`src/rtl/uart_pkg.sv`:
```
// UART shared definitions: receiver state encoding, oversample constants, divider helper.
// Latency: n/a (package only).
// Backpressure: n/a. Optional parity state exists only when UART_RX_PARITY_EN is defined.
package uart_pkg;

  localparam int OVERSAMPLE = 16;
  localparam logic [3:0] MID_TICK  = 4'd7;   // 8th tick: middle of the start bit
  localparam logic [3:0] LAST_TICK = 4'd15;  // 16th tick: middle of every later bit

  typedef enum logic [2:0] {
    ST_IDLE   = 3'd0,
    ST_START  = 3'd1,
    ST_DATA   = 3'd2,
`ifdef UART_RX_PARITY_EN
    ST_PARITY = 3'd3,
`endif
    ST_STOP   = 3'd4,
    ST_BREAK  = 3'd5
  } rx_state_e;

  // Clocks per oversample tick; clamped to 1 so a too-fast baud still ticks.
  function automatic int calc_div(input int clk_hz, input int baud);
    int d;
    d = clk_hz / (baud * OVERSAMPLE);
    if (d < 1) d = 1;
    return d;
  endfunction

endpackage

```
`src/rtl/uart_baud_tick.sv`:
```
// Oversample tick generator: one-clock tick every DIV clocks, restartable.
// Latency: tick DIV clocks after restart.
// Backpressure: none; free-running.
module uart_baud_tick #(
  parameter int DIV = 27
) (
  input  logic clock,
  input  logic reset_n,
  input  logic restart,
  output logic tick
);

  localparam int CW = (DIV > 1) ? $clog2(DIV) : 1;
  localparam logic [CW-1:0] LAST = CW'(DIV - 1);

  logic [CW-1:0] cnt_q, cnt_d;

  // Count up, wrap after DIV-1, or jump back to 0 to realign on a start edge.
  always_comb begin
    cnt_d = cnt_q + CW'(1);
    if (restart || (cnt_q == LAST)) cnt_d = '0;
  end

  // Counter register.
  always_ff @(posedge clock or negedge reset_n) begin
    if (!reset_n) cnt_q <= '0;
    else          cnt_q <= cnt_d;
  end

  assign tick = (cnt_q == LAST);

endmodule

```
`src/rtl/uart_receiver.sv`:
```
// UART receiver, 8N1 (8E1 when UART_RX_PARITY_EN is defined), 16x oversampled.
// Latency: char_ready one clock after the mid-stop-bit tick.
// Backpressure: none; pulses are fire-and-forget, char_data holds the last character.
module uart_receiver
  import uart_pkg::*;
#(
  parameter int CLOCK_FREQ = 50000000,
  parameter int BAUD_RATE  = 115200
) (
  input  logic       clock,
  input  logic       reset_n,
  input  logic       rx,
  output logic [7:0] char_data,
  output logic       char_ready,
  output logic       framing_error,
  output logic       parity_error
);

  localparam int DIV = calc_div(CLOCK_FREQ, BAUD_RATE);

  rx_state_e  state_q, state_d;
  logic       sync1_q, sync1_d, sync2_q, sync2_d, prev_q, prev_d;
  logic [3:0] tick_cnt_q, tick_cnt_d;
  logic [2:0] bit_idx_q, bit_idx_d;
  logic [7:0] shift_q, shift_d;
  logic [7:0] char_data_q, char_data_d;
  logic       char_ready_q, char_ready_d;
  logic       framing_error_q, framing_error_d;
  logic       parity_error_q, parity_error_d;
`ifdef UART_RX_PARITY_EN
  logic       par_bad_q, par_bad_d;
`endif
  logic       restart, tick, rx_s, fall;

  uart_baud_tick #(.DIV(DIV)) u_tick (
    .clock   (clock),
    .reset_n (reset_n),
    .restart (restart),
    .tick    (tick)
  );

  assign rx_s = sync2_q;
  assign fall = prev_q & ~sync2_q;

  // Frame FSM: next-state, shift register and one-clock output pulses.
  always_comb begin
    sync1_d         = rx;
    sync2_d         = sync1_q;
    prev_d          = sync2_q;
    state_d         = state_q;
    tick_cnt_d      = tick_cnt_q;
    bit_idx_d       = bit_idx_q;
    shift_d         = shift_q;
    char_data_d     = char_data_q;
    char_ready_d    = 1'b0;
    framing_error_d = 1'b0;
    parity_error_d  = 1'b0;
    restart         = 1'b0;
`ifdef UART_RX_PARITY_EN
    par_bad_d       = par_bad_q;
`endif
    case (state_q)
      ST_IDLE: begin
        if (fall) begin
          restart    = 1'b1;
          tick_cnt_d = 4'd0;
          state_d    = ST_START;
        end
      end
      ST_START: begin
        if (tick) begin
          tick_cnt_d = tick_cnt_q + 4'd1;
          if (tick_cnt_q == MID_TICK) begin
            tick_cnt_d = 4'd0;
            bit_idx_d  = 3'd0;
`ifdef UART_RX_PARITY_EN
            par_bad_d  = 1'b0;
`endif
            // A start bit that is high again at mid-bit was a glitch.
            state_d    = rx_s ? ST_IDLE : ST_DATA;
          end
        end
      end
      ST_DATA: begin
        if (tick) begin
          tick_cnt_d = tick_cnt_q + 4'd1;
          if (tick_cnt_q == LAST_TICK) begin
            shift_d   = {rx_s, shift_q[7:1]};
            bit_idx_d = bit_idx_q + 3'd1;
            if (bit_idx_q == 3'd7) begin
`ifdef UART_RX_PARITY_EN
              state_d = ST_PARITY;
`else
              state_d = ST_STOP;
`endif
            end
          end
        end
      end
`ifdef UART_RX_PARITY_EN
      ST_PARITY: begin
        if (tick) begin
          tick_cnt_d = tick_cnt_q + 4'd1;
          if (tick_cnt_q == LAST_TICK) begin
            // Even parity: data ones plus parity bit must be even.
            par_bad_d = rx_s ^ (^shift_q);
            state_d   = ST_STOP;
          end
        end
      end
`endif
      ST_STOP: begin
        if (tick) begin
          tick_cnt_d = tick_cnt_q + 4'd1;
          if (tick_cnt_q == LAST_TICK) begin
            if (rx_s) begin
`ifdef UART_RX_PARITY_EN
              if (par_bad_q) begin
                parity_error_d = 1'b1;
              end else begin
                char_data_d  = shift_q;
                char_ready_d = 1'b1;
              end
`else
              char_data_d  = shift_q;
              char_ready_d = 1'b1;
`endif
              // Leave at mid-stop so a following start bit is not missed.
              state_d = ST_IDLE;
            end else begin
              framing_error_d = 1'b1;
              state_d         = ST_BREAK;
            end
          end
        end
      end
      ST_BREAK: begin
        if (rx_s) state_d = ST_IDLE;
      end
      default: state_d = ST_IDLE;
    endcase
  end

  // All receiver state; synchronizer and edge detector reset to idle-high.
  always_ff @(posedge clock or negedge reset_n) begin
    if (!reset_n) begin
      sync1_q         <= 1'b1;
      sync2_q         <= 1'b1;
      prev_q          <= 1'b1;
      state_q         <= ST_IDLE;
      tick_cnt_q      <= 4'd0;
      bit_idx_q       <= 3'd0;
      shift_q         <= 8'h00;
      char_data_q     <= 8'h00;
      char_ready_q    <= 1'b0;
      framing_error_q <= 1'b0;
      parity_error_q  <= 1'b0;
`ifdef UART_RX_PARITY_EN
      par_bad_q       <= 1'b0;
`endif
    end else begin
      sync1_q         <= sync1_d;
      sync2_q         <= sync2_d;
      prev_q          <= prev_d;
      state_q         <= state_d;
      tick_cnt_q      <= tick_cnt_d;
      bit_idx_q       <= bit_idx_d;
      shift_q         <= shift_d;
      char_data_q     <= char_data_d;
      char_ready_q    <= char_ready_d;
      framing_error_q <= framing_error_d;
      parity_error_q  <= parity_error_d;
`ifdef UART_RX_PARITY_EN
      par_bad_q       <= par_bad_d;
`endif
    end
  end

  assign char_data     = char_data_q;
  assign char_ready    = char_ready_q;
  assign framing_error = framing_error_q;
  assign parity_error  = parity_error_q;

endmodule

```
`config.mk`:
```
export PLATFORM = sky130hd
export DESIGN_NAME = uart_receiver
export DESIGN_NICKNAME = d
export VERILOG_FILES = /design/src/rtl/uart_pkg.sv /design/src/rtl/uart_baud_tick.sv /design/src/rtl/uart_receiver.sv
export SDC_FILE = /design/constraint.sdc
export NUM_CORES = 1
export LEC_CHECK = 0
export ABC_AREA = 1
export BUFFER_PORTS_ARGS = -buffer_cell sky130_fd_sc_hd__buf_4
export CORE_ASPECT_RATIO = 0.5
export CORE_MARGIN = 1.5
export CORE_UTILIZATION = 49
export CTS_CLUSTER_DIAMETER = 150
export DETAILED_ROUTE_END_ITERATION = 8
export PLACE_DENSITY = 0.67
export SLEW_MARGIN = 20
export SYNTH_ARGS = -nofsm -noshare
export SYNTH_HDL_FRONTEND = slang
export SYNTH_SLANG_ARGS = --single-unit
```
`constraint.sdc`:
```
create_clock -name clock -period 1.95 [get_ports clock]
set_input_delay 0.195 -clock clock [delete_from_list [all_inputs] [get_ports clock]]
set_output_delay 0.195 -clock clock [all_outputs]
set_load 0.005 [all_outputs]
```
==> results of run 1 <==
==> metal layers <==
metal	global-route usage [%]	vias to the layer above	wire length (µm)
met4	8.44	0	72
li1	-	659	-
met3	6.52	8	106
met2	26.1	15	1230
met5	0	-	0
met1	25.8	578	1680
==> state kept, by name, summed over array words and instances, names as in the netlist <==
| name | cells |
|---|---|
| framing_error | 1 |
| char_ready | 1 |
| tick_cnt_q | 4 |
| char_data | 8 |
| shift_q | 8 |
| prev_d | 1 |
| sync1_q | 1 |
| bit_idx_q | 3 |
| state_q | 3 |
| u_tick.cnt_q | 5 |
| prev_q | 1 |
==> worst register-to-register path, stage by stage (launching register included) <==
cell	delay (ns)
dfrtp_1	0.41
inv_1	0.07
ha_1	0.22
nand4_4	0.17
nor2_4	0.16
inv_2	0.08
nor2_8	0.21
inv_1	0.12
nand2_1	0.07
o21ai_1	0.06
==> metrics by stage <==
step,hold WS [ns],setup slack (ns),cell area (µm²),cells,power (µW)
after floorplan,-0.101,0.518,1800,199,1600
after global placement,0.175,0.319,1900,257,1720
after detailed placement,0.177,0.271,1900,257,1730
after CTS,0.00165,0.246,2020,266,2390
after global routing,0.363,0.143,2030,267,2560
final,0.358,0.275,2030,267,2370
==> cells by family (layout without fill, tap and decap cells) <==
kind of cell    Yosys count  after routing  synth area share [%]
compound gates           27             27                  9.39
xor+xnor                  4              4                  1.95
fa+ha+maj                 5              5                  3.48
buf+inv                  26             43                  7.09
flops                    36             36                  50.3
other cells               1              1                 0.208
simple gates            100            100                  27.6
==> layout make-up <==
cell class | count | area [µm²] | area share [%]
timing repair buffer | 14 | 110 | 5.42
inverter | 21 | 78.8 | 3.88
clock buffer | 6 | 72.6 | 3.57
clock inverter | 2 | 35.0 | 1.72
tap | 51 | 63.8 | 3.14
sequential | 36 | 905 | 44.5
multi-input combinational | 137 | 767 | 37.7
==> power groups by stage <==
stage	registers, µW	logic [µW]	clock network [µW]
global placement	1000	715	0
detailed placement	1010	727	0
finish	995	731	646
floorplan	941	655	0
global route	1010	855	690
CTS	993	732	666
==> cell usage after synthesis, types with 2 or more instances <==
cell type | number | area share [%]
a21oi_1 | 3 | 0.83
buf_4 | 3 | 1.3
dfrtp_1 | 33 | 46
dfstp_2 | 3 | 4.4
ha_1 | 5 | 3.5
inv_1 | 20 | 4.2
nand2_1 | 56 | 12
nand2_2 | 4 | 1.4
nand2_4 | 2 | 1.3
nand3_1 | 12 | 3.3
nand4_4 | 2 | 2.4
nor2_1 | 15 | 3.1
nor2_2 | 4 | 1.4
nor2_4 | 2 | 1.3
o21ai_0 | 11 | 3.1
o21ai_1 | 4 | 1.1
o21ai_2 | 9 | 4.4
xor2_1 | 3 | 1.5
==> worst max-delay path by stage <==
stage	from	cells after the start	slack [ns]	end
final	u_tick.cnt_q[0]	9	0.27	shift_q[6]
after global routing	u_tick.cnt_q[0]	9	0.14	shift_q[6]
after CTS	u_tick.cnt_q[0]	9	0.25	shift_q[6]
after detailed placement	u_tick.cnt_q[0]	9	0.27	shift_q[6]
after global placement	u_tick.cnt_q[0]	9	0.32	shift_q[6]
after floorplan	u_tick.cnt_q[0]	8	0.52	char_data[5]
==> summary.md, run 1 <==
| Metric | Value |
|---|---|
| Utilization after layout | `between 50% and 60%` |
| Die ar. | `roughly 4000 µm²` |
| Crit-path max cell delay | `a little over 0.4 ns` |
| Critical path's slowest cell | `dfrtp_1` |
| Register area share after synthesis | `50.3%` |
| Via Count | `about 1300` |
| CTS sink count | `36` |
| Commonest non-fill, non-tap cell in the layout | `nand2_1` |
| Synth unique cells | `26` |
| Fmax | `597 MHz` |
| Syn Std Cell Area | `~1800 µm²` |
| Drt pass-1 iters | `4` |
| Fill count | `between 300 and 400` |
| Antenna Violating Nets Remaining | `0` |
| Vias in the first global route | `between 1000 and 1500` |
| Setup TNS Final | `0 ns` |
| Syn_nets | `207` |
| Clk_skew | `approximately 0.0081 ns` |
| Antenna violations before repair | `0` |
| Largest net degree at the start of global routing | `37` |
| Worst R2R Setup Slack | `0.27 ns` |
| Worst Hold Path Cells | `0` |
| GP Congestion | `0.823` |
| Internal power | `approximately 1500 µW` |
| Dpl hpwl | `2150 µm` |
| Final setup viols | `0` |
| Yosys reg bits | `36` |
| Worst Hold Launch | `sync1_q` |
| Number of flops mapped to enable cells by yosys | `0` |
| Crit path DAT | `roughly 1.9 ns` |
| Hold buffers post-CTS | `1` |
| Wire per inst | `11.6 µm` |
| Clock share of power | `27.2%` |
| Part of the power in registers | `42.0%` |
| Logic pwr share | `30.8%` |
| Initial Util | `between 50% and 60%` |
| Mapped Cells | `just under 200` |
| CTS tree | `done` |
| DIE WIDTH | `approximately 89 µm` |
| # rows | `15` |
| Root buffer cell | `clkbuf_8` |
| Grt total ovfl | `0` |
| Core area | `roughly 3500 µm²` |
| Worst path buffer plus inverter count | `3` |
| Critical Path RT | `about 2.1 ns` |
| Post-Syn Area per Cell | `approximately 9.0 µm²` |
| Final Hold Vio Count | `0` |
| Via density | `4.72` |
| Number of port buffers | `12` |
| Worst Hold Class | `flop to flop` |
| Total CTS buffers | `5` |
| H-tree depth | `2` |
| Most frequent cells in the layout | `56 x nand2_1, 33 x dfrtp_1, 20 x inv_1` |
| PwrDens | `about 1200 nW/µm²` |
| Clock slew at the register clock pins of the worst setup and hold paths | `0.07 ns` |
| Worst-path cell chain | `inv_1 -> ha_1 -> nand4_4 -> nor2_4 -> inv_2 -> nor2_8 -> inv_1 -> nand2_1 -> o21ai_1` |
| Crit. End Element | `flop` |
| Total Wirelength | `between 3000 and 4000 µm` |
| First-pass GRT wire length | `between 5000 and 6000 µm` |
| Area growth, synth to finish | `12.9%` |
| # resized after CTS | `0` |
| Switching power | `approximately 900 µW` |
| Slew Limit Fails | `0` |
| R2r endpoint | `shift_q[6]` |
| IO Pins | `14` |
| 1st-iter DRT viols | `64` |
| Clk buf depth | `2` |
| Post-CTS setup buffer count | `0` |
| Final cycle utilization of the critical path | `~86%` |
| Worst Hold Path EP | `prev_d` |
| Residual DRC | `0` |
| Yosys warnings | `0` |
| Gr usage total | `18.5%` |
| Switching portion of total power | `between 30% and 40%` |
| Antenna Cells | `0` |
| Critical path class | `flop to flop` |
| Die H | `~46 µm` |
| Max_cap viols | `0` |
| Predominant post-synthesis flop cell | `dfrtp_1` |
| Asr flop ratio synth | `100%` |
| Critical path startpoint category | `flop` |
| RSZ-0062 raised after global routing | `false` |
| Clock Latency Late Sink | `between 0.2 and 0.3 ns` |
| Nets | `223` |
| Largest delay contributor family on the critical path | `simple AND/OR/NAND/NOR gates` |
| Worst vdd ir | `0.000420 V` |
| Layout cell share with drive strength beyond 1 | `between 20% and 30%` |
| CP max FO | `17` |
| Final min period | `~1.7 ns` |
| RR Startpoint | `u_tick.cnt_q[0]` |
| Static leakage power | `between 0.001 and 0.0015 µW` |
| Status | `complete, no violations` |
| CP most frequent cell | `inv_1` |
| FF-to-FF path depth | `9` |
Power figures use the tool's default switching activity.
==> run 2: changes to the inputs <==
--- a/config.mk
+++ b/config.mk
@@ -6,7 +6,7 @@
 export NUM_CORES = 1
 export LEC_CHECK = 0
 export ABC_AREA = 1
-export BUFFER_PORTS_ARGS = -buffer_cell sky130_fd_sc_hd__buf_4
+export BUFFER_PORTS_ARGS = -buffer_cell sky130_fd_sc_hd__buf_2
 export CORE_ASPECT_RATIO = 0.5
 export CORE_MARGIN = 1.5
 export CORE_UTILIZATION = 49
==> summary.md, run 2 (synthesis gave the netlist of run 1 again) <==
| Metric | Value |
|---|---|
| Status | `complete, but fails checks` |
| Failing checks | `negative hold slack` |
| # rows | `15 (unchanged)` |
| Commonest non-fill, non-tap cell in the layout | `nand2_1` |
| Vias in the first global route | `1130 (-3.3%)` |
| Design area | `1990 µm² (-2.0%)` |
| RSZ-0062 raised after global routing | `false` |
| CTS sink count | `36 (unchanged)` |
| Fmax | `608 MHz (+1.9%)` |
| Core area | `3470 µm² (unchanged)` |
| Die ar. | `4070 µm² (unchanged)` |
| Total Wirelength | `3040 µm (-1.8%)` |
| Grt met2 use | `24.2% (-1.8 points)` |
| Residual DRC | `0 (unchanged)` |
| Via density | `4.76 (+0.93%)` |
| Area growth, synth to finish | `10.7%` |
| Critical Path RT | `2.13 ns (about the same)` |
| Worst Hold Class | `input port to asynchronous set/reset pin` |
| Final Hold Vio Count | `18 (+18)` |
| Dpl hpwl | `2110 µm (-2.1%)` |
| Clock slew at the register clock pins of the worst setup and hold paths | `0.07 ns (about the same)` |
| Setup TNS Final | `0 ns (unchanged)` |
| First-pass GRT wire length | `5160 µm (-4.2%)` |
| Static leakage power | `0.00103 µW (-0.43%)` |
| Most frequent cells in the layout | `56 x nand2_1, 33 x dfrtp_1, 20 x inv_1` |
| Slew @ Worst Pin | `approximately 0.79 ns` |
| Total CTS buffers | `5 (unchanged)` |
| Crit-path max cell delay | `0.41 ns (about the same)` |
| DIE WIDTH | `88.7 µm (unchanged)` |
| Hold WS | `-0.0156 ns (-0.374 ns)` |
| Grt total ovfl | `0 (unchanged)` |
| Root buffer cell | `clkbuf_8` |
| Drt pass-1 iters | `4 (unchanged)` |
| Final min period | `1.64 ns (-0.0319 ns)` |
| CP most frequent cell | `inv_1` |
| Final cycle utilization of the critical path | `84.3% (-1.6 points)` |
| Gr usage total | `17.7% (-0.79 points)` |
| Worst slew margin | `47.0%` |
| 1st-iter DRT viols | `44 (-31%)` |
| Crit path DAT | `1.82 ns (-0.03 ns)` |
| Antenna Cells | `0 (unchanged)` |
| Antenna Violating Nets Remaining | `0 (unchanged)` |
| Layout cell share with drive strength beyond 1 | `21.9% (+0.10 points)` |
| Met1 usage | `24.8% (-0.97 points)` |
| Post-CTS setup buffer count | `0 (unchanged)` |
| Critical path class | `flop to flop` |
| Critical path startpoint category | `flop` |
| Worst-path cell chain | `inv_1 -> ha_1 -> nand4_4 -> nor2_4 -> inv_2 -> nor2_8 -> inv_1 -> nand2_1 -> o21ai_1` |
| Worst vdd ir | `0.000540 V (+29%)` |
| Critical path's slowest cell | `dfrtp_1` |
| Met3 Track Usage GR | `6.16% (-0.36 points)` |
| PwrDens | `1190 nW/µm² (+1.6%)` |
| GP Congestion | `0.832 (+1.1%)` |
| Clk buf depth | `2 (unchanged)` |
| Antenna violations before repair | `0 (unchanged)` |
| IO Pins | `14 (unchanged)` |
| Slew Limit Fails | `0 (unchanged)` |
| Busiest grt layer | `met1` |
| Clk_skew | `0.00497 ns (-0.00309 ns)` |
| CP max FO | `17 (unchanged)` |
| Initial Util | `51.8% (unchanged)` |
| Clock Latency Late Sink | `0.29 ns (about the same)` |
| Worst R2R Setup Slack | `0.31 ns (+0.03 ns)` |
| CTS tree | `done` |
| Largest net degree at the start of global routing | `37 (unchanged)` |
| Final setup viols | `0 (unchanged)` |
| Crit. End Element | `flop` |
| Via Count | `1267 (+0.56%)` |
| Die H | `45.9 µm (unchanged)` |
| Number of port buffers | `12 (unchanged)` |
| H-tree depth | `2 (unchanged)` |
| Wire per inst | `11.4 µm (-1.4%)` |
| Max_cap viols | `0 (unchanged)` |
| Area after DPL | `1870 µm² (-1.6%)` |
| Nets | `222 (-0.45%)` |
[run 2: cell types whose count changed in the layout (fill, tap and decap cells not counted)]
cell / delta
buf_4: -12
dlygate4sd3_1: -1
buf_2: +12
[run 2: critical path: cells and delay by family (launching register included)]
kind,cells,cell delay (ns)
adder cells (fa/ha/maj),1,0.22
buffers and inverters,3,0.26
AND/OR/NAND/NOR,4,0.59
AO/OA/AOI/OAI,1,0.06
flip-flops,1,0.41
[run 2: cell type report]
type,count,area (µm²)
fillers,291,1480
flip-flops and latches,36,905
multi-input cells,137,767
inverters,21,78.8
clock buffers,6,72.6
repair buffers,13,70.1
well taps,51,63.8
clock inverters,2,35.0
[run 2: timing repair]
action / in CTS / in global routing
resized for setup: 0 / 0
hold endpoints to repair: 1 / 0
hold buffers: 1 / 0
setup endpoints to repair: 0 / 0
[run 2: path summary, 6_finish.rpt]
path | depth (start not counted) | startpoint | to
worst min register to register | 0 | sync1_q | prev_d
max in group asynchronous | 1 | reset_n | bit_idx_q[1]
min in group clock | 0 | sync1_q | prev_d
worst max register to register | 9 | u_tick.cnt_q[0] | shift_q[6]
worst max-delay path | 9 | u_tick.cnt_q[0] | shift_q[6]
worst min-delay path | 1 | reset_n | shift_q[1]
[run 2: per-layer routing]
layer  part of all wire, %  routed length, µm  up-vias
met4                   1.9                 58        0
met2                    41               1250       18
li1                      -                  -      655
met3                   3.7                112        6
met1                    53               1610      588
met5                     0                  0        -
[run 2: through the flow]
stage	std cells	setup slack [ns]	total power (µW)	util (%)
2_1_floorplan	199	0.518	1600	-
3_3_place_gp	257	0.306	1720	54.0
3_5_place_dp	257	0.289	1730	54.0
4_1_cts	266	0.280	2380	57.4
5_1_grt	266	0.135	2540	57.4
6_report	266	0.306	2360	57.4
[run 2: power by group]
group	internal, µW	switching, µW
sequential	845	150
combinational	248	479
clock	379	261
==> run 3: changes to the inputs <==
==> constraint.sdc (replaced) <==
create_clock -name clock -period 1.6 [get_ports clock]
set_input_delay 0.16 -clock clock [delete_from_list [all_inputs] [get_ports clock]]
set_output_delay 0.16 -clock clock [all_outputs]
set_load 0.005 [all_outputs]
==> summary.md, run 3 (synthesis gave the netlist of run 1 again) <==
| Metric | Value |
|---|---|
| Final min period | `1.56 ns (-0.0821 ns)` |
| 1st-iter DRT viols | `80 (+82%)` |
| Commonest non-fill, non-tap cell in the layout | `nand2_1` |
| Final cycle utilization of the critical path | `97.6% (+13 points)` |
| Design area | `2200 µm² (+10%)` |
| Clk buf depth | `2 (unchanged)` |
| Fmax | `640 MHz (+5.3%)` |
| Area growth, synth to finish | `22.3%` |
| Worst R2R Setup Slack | `0.04 ns (-0.27 ns)` |
| Antenna Cells | `0 (unchanged)` |
| Worst path buffer plus inverter count | `3 (unchanged)` |
| H-tree depth | `2 (unchanged)` |
| Hold WS | `0.358 ns (+0.374 ns)` |
| Root buffer cell | `clkbuf_8` |
| Critical path class | `flop to flop` |
| Clock Latency Late Sink | `0.29 ns (about the same)` |
| Largest net degree at the start of global routing | `37 (unchanged)` |
| Static leakage power | `0.00112 µW (+8.9%)` |
| Max_cap viols | `0 (unchanged)` |
| Number of port buffers | `12 (unchanged)` |
| WP depth | `9 (unchanged)` |
| Initial Util | `51.8% (unchanged)` |
| Gr usage total | `19.7% (+2.0 points)` |
| Pre-CTS worst setup slack | `-0.0203 ns (-0.309 ns)` |
| Crit path DAT | `1.74 ns (-0.08 ns)` |
| Slew Limit Fails | `0 (unchanged)` |
| Utilization after layout | `63.4% (+6.0 points)` |
| Total CTS buffers | `5 (unchanged)` |
| Final Hold Vio Count | `0 (-18)` |
| Final setup viols | `0 (unchanged)` |
| First-pass GRT wire length | `5810 µm (+13%)` |
| RSZ-0062 raised after global routing | `true` |
| Crit path to | `char_data[7]` |
| Critical path's slowest cell | `dfrtp_1` |
| Crit. End Element | `flop` |
| GP Congestion | `0.866 (+4.2%)` |
| Core area | `3470 µm² (unchanged)` |
| Residual DRC | `0 (unchanged)` |
| Antenna violations before repair | `0 (unchanged)` |
| Crit-path max cell delay | `0.38 ns (-0.03 ns)` |
| Setup ws final | `0.0386 ns (-0.268 ns)` |
| Crit. Startpoint | `u_tick.cnt_q[0]` |
| DIE WIDTH | `88.7 µm (unchanged)` |
| Clk_skew | `0.00231 ns (-0.00267 ns)` |
| Antenna Violating Nets Remaining | `0 (unchanged)` |
| CP max FO | `8 (-9)` |
| CTS sink count | `36 (unchanged)` |
| Dpl hpwl | `2280 µm (+8.4%)` |
| Area after DPL | `1930 µm² (+3.1%)` |
| Drt pass-1 iters | `4 (unchanged)` |
| Via density | `4.87 (+2.2%)` |
| Worst Hold Class | `flop to flop` |
| Total Wirelength | `3500 µm (+15%)` |
| Vias in the first global route | `1282 (+13%)` |
| Via Count | `1363 (+7.6%)` |
| R2r endpoint | `char_data[7]` |
| Worst-path cell chain | `inv_1 -> ha_2 -> nand4_4 -> nor2_4 -> buf_6 -> nand4_4 -> buf_12 -> nand2_1 -> o21ai_2` |
| Critical Path RT | `1.78 ns (-0.35 ns)` |
| Pwr Total | `3010 µW (+27%)` |
| Die H | `45.9 µm (unchanged)` |
| Nets | `236 (+6.3%)` |
| Die ar. | `4070 µm² (unchanged)` |
| Critical path startpoint category | `flop` |
| Status | `complete, no violations` |
| Most frequent cells in the layout | `51 x nand2_1, 32 x dfrtp_1, 20 x inv_1` |
| Grt total ovfl | `0 (unchanged)` |
| RR Startpoint | `u_tick.cnt_q[0]` |
| CP most frequent cell | `nand4_4` |
| Largest delay contributor family on the critical path | `simple AND/OR/NAND/NOR gates` |
| Worst vdd ir | `0.000549 V (+1.5%)` |
| Clock slew at the register clock pins of the worst setup and hold paths | `0.07 ns (about the same)` |
| Layout cell share with drive strength beyond 1 | `30.6% (+8.7 points)` |
| FF-to-FF path depth | `9 (unchanged)` |
| IO Pins | `14 (unchanged)` |
| # rows | `15 (unchanged)` |
| CTS tree | `done` |
| Wire per inst | `12.5 µm (+9.5%)` |
| PwrDens | `1370 nW/µm² (+15%)` |
run 3: cell types whose count changed in the layout (fill, tap and decap cells not counted), sizes merged:
| cell | change |
|---|---|
| dlygate4sd3 | +1 |
| buf | +12 |
| clkbuf | +1 |
run 3: routing by layer:
| metal | vias to the layer above | global-route usage (%) | wire length, µm |
|---|---|---|---|
| li1 | 684 | - | - |
| met1 | 650 | 24.4 | 1650 |
| met2 | 23 | 33.2 | 1660 |
| met3 | 6 | 6.52 | 144 |
| met4 | 0 | 6.56 | 44 |
| met5 | - | 0 | 0 |
run 3: stage by stage:
step / TNS [ns] / std cells
CTS: 0 / 274
finish: 0 / 280
global placement: 0 / 263
detailed placement: -0.0893 / 263
global route: -0.322 / 280
floorplan: 0 / 199
run 3: worst min-delay path by stage:
stage	start	endpoint	slack (ns)	cells past startpoint
after CTS	sync1_q	prev_d	0.36	0
final	sync1_q	prev_d	0.36	0
after global placement	reset_n	char_data[2]	0.22	2
after floorplan	reset_n	bit_idx_q[0]	-0.14	0
after global routing	sync1_q	prev_d	0.37	0
after detailed placement	reset_n	shift_q[1]	0.23	2
run 3: layout make-up:
cell class | instances | area, µm²
Fill cell | 290 | 1270
Tap cell | 51 | 63.8
Sequential cell | 36 | 906
Clock buffer | 6 | 72.6
Timing Repair Buffer | 27 | 236
Clock inverter | 2 | 35.0
Multi-Input combinational cell | 137 | 807
Inverter | 21 | 78.8
run 3: report_power, final:
part           switching [µW]  leakage, µW  internal (µW)
Sequential                174     0.000479           1030
Clock                     332    0.0000552            463
Combinational             650     0.000587            358
run 3: repair_timing:
item,in CTS,in global routing
setup endpoints to repair,8,19
buffers inserted,1,5
hold buffers,2,0
resized for setup,1,13
pin swaps,0,4
gates cloned,0,1
endpoints found under the hold margin,34,0
